[src/rtl/mem_wb_skid.sv]
// MEM/WB pipeline stage: head + skid register under valid/ready, with flush,
// sticky halt capture, writeback-data select and a retired-instruction counter.
module mem_wb_skid #(
  parameter int unsigned DATA_W = 32,
  parameter int unsigned REG_AW = 5,
  parameter int unsigned PC_INC = 1,
  parameter int unsigned CNT_W  = 32
) (
  input  logic              clk,
  input  logic              rst,
  input  logic              flush,
  input  logic              in_valid,
  output logic              in_ready,
  input  logic              in_halt,
  input  logic              in_reg_write,
  input  logic [REG_AW-1:0] in_dest,
  input  logic [1:0]        in_wb_sel,
  input  logic [DATA_W-1:0] in_alu,
  input  logic [DATA_W-1:0] in_ram,
  input  logic [DATA_W-1:0] in_pc,
  input  logic [DATA_W-1:0] in_imm,
  output logic              out_valid,
  input  logic              out_ready,
  output logic              wb_we,
  output logic [REG_AW-1:0] wb_dest,
  output logic [DATA_W-1:0] wb_data,
  output logic [DATA_W-1:0] out_pc,
  output logic              halted,
  output logic [CNT_W-1:0]  retired
);

  typedef struct packed {
    logic              halt;
    logic              reg_write;
    logic [REG_AW-1:0] dest;
    logic [1:0]        wb_sel;
    logic [DATA_W-1:0] alu;
    logic [DATA_W-1:0] ram;
    logic [DATA_W-1:0] pc;
    logic [DATA_W-1:0] imm;
  } entry_t;

  entry_t            w_in;
  entry_t            r_head;
  entry_t            r_skid;
  logic              r_head_v;
  logic              r_skid_v;
  logic              r_halt_seen;
  logic              r_halted;
  logic [CNT_W-1:0]  r_retired;
  logic              w_accept;
  logic              w_pop;
  logic [DATA_W-1:0] w_wb_data;

  always_comb begin
    w_in.halt      = in_halt;
    w_in.reg_write = in_reg_write;
    w_in.dest      = in_dest;
    w_in.wb_sel    = in_wb_sel;
    w_in.alu       = in_alu;
    w_in.ram       = in_ram;
    w_in.pc        = in_pc;
    w_in.imm       = in_imm;
  end

  // Readiness depends on registered state only, so no combinational path in->out.
  assign in_ready = ~r_skid_v & ~r_halt_seen & ~r_halted;
  assign w_accept = in_valid & in_ready & ~flush;
  assign w_pop    = r_head_v & out_ready & ~flush;

  always_comb begin
    w_wb_data = r_head.alu;
    case (r_head.wb_sel)
      2'b00:   w_wb_data = r_head.alu;
      2'b01:   w_wb_data = r_head.ram;
      2'b10:   w_wb_data = r_head.pc + DATA_W'(PC_INC);
      default: w_wb_data = r_head.imm;
    endcase
  end

  always_ff @(posedge clk or posedge rst) begin
    if (rst) begin
      r_head      <= '0;
      r_skid      <= '0;
      r_head_v    <= 1'b0;
      r_skid_v    <= 1'b0;
      r_halt_seen <= 1'b0;
      r_halted    <= 1'b0;
      r_retired   <= '0;
    end else if (flush) begin
      // halted and retired survive an interrupt flush
      r_head_v    <= 1'b0;
      r_skid_v    <= 1'b0;
      r_halt_seen <= 1'b0;
    end else begin
      if (w_accept && in_halt) begin
        r_halt_seen <= 1'b1;
      end
      if (w_pop) begin
        r_retired <= r_retired + CNT_W'(1);
        if (r_head.halt) begin
          r_halted <= 1'b1;
        end
      end
      if (!r_head_v) begin
        if (w_accept) begin
          r_head   <= w_in;
          r_head_v <= 1'b1;
        end
      end else if (w_pop) begin
        if (r_skid_v) begin
          r_head   <= r_skid;
          r_skid_v <= 1'b0;
        end else if (w_accept) begin
          r_head <= w_in;
        end else begin
          r_head_v <= 1'b0;
        end
      end else if (!r_skid_v && w_accept) begin
        r_skid   <= w_in;
        r_skid_v <= 1'b1;
      end
    end
  end

  assign out_valid = r_head_v;
  assign wb_we     = w_pop & r_head.reg_write;
  assign wb_dest   = r_head.dest;
  assign wb_data   = w_wb_data;
  assign out_pc    = r_head.pc;
  assign halted    = r_halted;
  assign retired   = r_retired;

endmodule

[config.mk]
export PLATFORM = sky130hd
export DESIGN_NAME = mem_wb_skid
export DESIGN_NICKNAME = d
export VERILOG_FILES = /design/src/rtl/mem_wb_skid.sv
export SDC_FILE = /design/constraint.sdc
export NUM_CORES = 1
export LEC_CHECK = 0
export CORE_MARGIN = 3
export CORE_UTILIZATION = 47
export CTS_CLUSTER_DIAMETER = 30
export CTS_CLUSTER_SIZE = 16
export DETAILED_ROUTE_END_ITERATION = 16
export GPL_ROUTABILITY_DRIVEN = 1
export HOLD_SLACK_MARGIN = 0.06
export PLACE_DENSITY = 0.79
export SYNTH_ARGS = -nofsm -noshare
export SYNTH_HDL_FRONTEND = slang
export SYNTH_SLANG_ARGS = --single-unit
[constraint.sdc]
create_clock -name clk -period 11.5 [get_ports clk]
set_clock_uncertainty 0.15 [all_clocks]
set_input_delay 1.15 -clock clk [delete_from_list [all_inputs] [get_ports clk]]
set_output_delay 1.15 -clock clk [all_outputs]
set_load 0.02 [all_outputs]
==> flow_summary_export.csv <==
group,metric,value,unit
run_status,outcome,"completed",
min_path,holdPathEnd,"retired[31]",
sta,finalWorstSetupSlack,6.55,ns
drt,met1_length,17200,µm
min_path,hold_class,"reg -> reg",
drt,drt.antenna.violating_nets,0,
placement,globalplace.congestion,0.838,
clocking,cts_sinks,310,
power,p_leak,8.44,nW
critical_path,path_cells,"ha_1 > nand3_1 > nor4_4 > nand3_1 > xnor2_1 > mux4_2 > clkdlybuf4s50_1",
synthesis,syn_avg_cell_area,11.8,µm²
drt,vias_per_cell,5.79,
clocking,htreeDepth,3,
critical_path,r2r_end,"r_head[17]",
final_layout,syn2layout_area_growth,33.5,%
clocking,clkTransAtPathRegs,0.05,ns
placement,dp_hpwl,25900,µm
flow_run,cap_violations,0,
drt,drc,0,
synthesis,synth_flop_cell,"dfrtp_1",
synthesis,synth_warnings,0,
clocking,cts_root_buf,"clkbuf_16",
final_layout,final_util,0.639,
synthesis,synth_top_cell_by_area,"dfrtp_1",
critical_path,worstSetupStartpointType,"flip-flop",
critical_path,crit_fanout,6,
sta,slew_viol_final,0,
clocking,cts_setup_buffers,0,
drt,vias,10799,
synthesis,synth_cell_types,45,
global_route,grt.overflow.total,0,
die,dieArea,0.0325,mm²
critical_path,cp_slowest_stage_delay,0.59,ns
power,p_per_area,286,mW/mm²
min_path,min_path_cells,1,
global_route,globalRouteTotalUtil,0.243,
critical_path,reg2reg_depth,6,
sta,finalSetupTns,0,ns
drt,routedWlPerCell,21.6,µm
drt,firstDrtPassIters,5,
sta,holdWs,0.334,ns
die,core.rowCount,63,
clocking,insertion_delay,0.56,ns
global_route,antenna_found_initial,7,
power,pwr-share-seq,0.344,
synthesis,syn-cell-area,0.0143,mm²
final_layout,final_layout_size_suffix_gt1_frac,0.123,
sta,max_slew_margin,0.246,
placement,io_buffers,246,
sta,setup_viol,0,
placement,place_ws,6.21,ns
die,die_y,180,µm
die,start_util,0.479,
synthesis,ys_seq_area_frac,0.544,
clocking,ctsResizeCount,0,
sta,fmax,202,MHz
synthesis,yosysMostFrequentCell,"dfrtp_1",
synthesis,synth_top_cells_by_count,"dfrtp_1, nor2_1, a21oi_1, mux2_1, o22ai_1",
sta,final.period_utilization,0.430,
die,die_x,180,µm
synthesis,yosys-top-cells-area,"dfrtp_1, mux2_1, a21oi_1, mux4_2, nor2_1",
critical_path,critPathSlowestCell,"nor4_4",
power,intPower,3.61,mW
clocking,cts_buffer_depth,3,
critical_path,critPathKind,"reg -> out",
synthesis,yosys.area.top_type_share,0.544,
clocking,cts_tree,"built",
synthesis,synth-seq-cells,310,
synthesis,synth_nets,1354,
power,max-vdd-ir-drop,0.206,mV
global_route,grt_pass1_vias,11149,
global_route,grt_max_degree,167,
critical_path,r2r_start,"out_valid",
final_layout,final_nets,1564,
sta,hold_viol,0,
power,switching_share,0.337,
critical_path,worst_ep_arrival_time,3.65,ns
power,p_switching,1.84,mW
die,core_area,0.0298,mm²
drt,wl_met2,19200,µm
critical_path,r2r_slack,7.39,ns
clocking,numCtsBuffers,68,
power,power.total,5.44,mW
critical_path,cp.required,10.20,ns
sta,rsz0062_at_grt,"no",
power,clockPowerShare,0.350,
synthesis,synth_enable_flop_cells,0,
drt,drtIter0Drc,774,
die,ios,247,
drt,dr.max_layer_used,"met5",
critical_path,worstSetupEndpointType,"primary output",
sta,final.min_clock_period,4.95,ns
drt,route.met3.wl,2910,µm
power,pwr-share-comb,0.306,
synthesis,async_flop_share,1.00,
drt,wl,40400,µm
clocking,hold_buffers,0,
global_route,grt_first_pass_wirelength,62600,µm
synthesis,syn_inst,1210,
sta,worstMarginPinSlew,1.13,ns
min_path,hold_start,"retired[31]",
critical_path,cp_common_cell,"nand3_1",
[per-layer routing]
metal,vias to the layer above,GRT usage
met4,8,0.0829
met5,-,0
li1,4768,-
met2,451,0.386
met1,5484,0.328
met3,88,0.0624
[how the worst max path moves through the flow]
stage,startpoint,depth (start not counted),to
2_1_floorplan,rst,1,halted
6_report,out_pc[0],7,wb_data[24]
3_5_place_dp,out_ready,8,r_head[76]
4_1_cts,out_pc[0],7,wb_data[24]
3_3_place_gp,out_ready,7,r_head[16]
5_1_grt,flush,8,r_head[8]
[area by class of cell]
type | instances | area (µm²)
Clock inverter | 32 | 364
Multi-Input combinational cell | 779 | 5930
Antenna cell | 4 | 10.0
Tap cell | 390 | 488
Fill cell | 2240 | 10800
Timing Repair Buffer | 255 | 2540
Sequential cell | 310 | 7760
Inverter | 6 | 30.0
Clock buffer | 90 | 1930
[metrics by stage]
stage,cell area (µm²),cells
global route,19000,1865
global placement,16700,1740
CTS,19000,1862
detailed placement,16700,1740
floorplan,14300,1210
finish,19000,1866
[sequential cells by signal, indices dropped and copies added (netlist names), 5 cells and up]
register  cells
r_skid      137
r_head      100
out_pc       32
retired      32
wb_dest       5
[cell families after synthesis]
group / count (synthesis) / synth area share
AND/OR/NAND/NOR: 256 / 0.0868
buffers and inverters: 121 / 0.0443
XOR/XNOR: 59 / 0.0362
flip-flops: 310 / 0.544
AO/OA/AOI/OAI: 239 / 0.0937
multiplexers: 223 / 0.194
adder cells (fa/ha/maj): 2 / 0.00175
[power by group through the flow]
| stage | clock (mW) | sequential, mW | combinational, mW |
|---|---|---|---|
| floorplan | 0 | 1.73 | 1.12 |
| global placement | 0 | 1.85 | 1.62 |
| detailed placement | 0 | 1.87 | 1.66 |
| CTS | 1.93 | 1.86 | 1.68 |
| global route | 1.99 | 1.92 | 1.78 |
| finish | 1.91 | 1.87 | 1.67 |
[cells in the final DEF (no fill, tap or decap), types with 7 or more instances in the layout]
| master | instances |
|---|---|
| clkinv_2 | 11 |
| clkbuf_1 | 9 |
| buf_4 | 8 |
| clkinvlp_4 | 7 |
| xnor2_1 | 40 |
| mux4_2 | 28 |
| a21oi_1 | 138 |
| o22ai_1 | 84 |
| dfrtp_1 | 308 |
| nand3_1 | 22 |
| clkdlybuf4s50_1 | 246 |
| nand2_1 | 24 |
| xor2_1 | 19 |
| mux2i_1 | 54 |
| and3_1 | 7 |
| mux2_2 | 10 |
| clkbuf_8 | 12 |
| clkbuf_16 | 69 |
| nand4_1 | 20 |
| mux2_1 | 130 |
| nor2_1 | 153 |
[worst max-delay path, delay by kind of cell (launching register included)]
family                     cells  cell delay [ns]
xor gates and xnor gates       1             0.19
adders and majority gates      1             0.25
buffers and inverters          1             0.57
DFF                            1             0.51
muxes                          1             0.47
and+or+nand+nor                3             1.11
No activity file was read; power rests on OpenSTA's default activity.
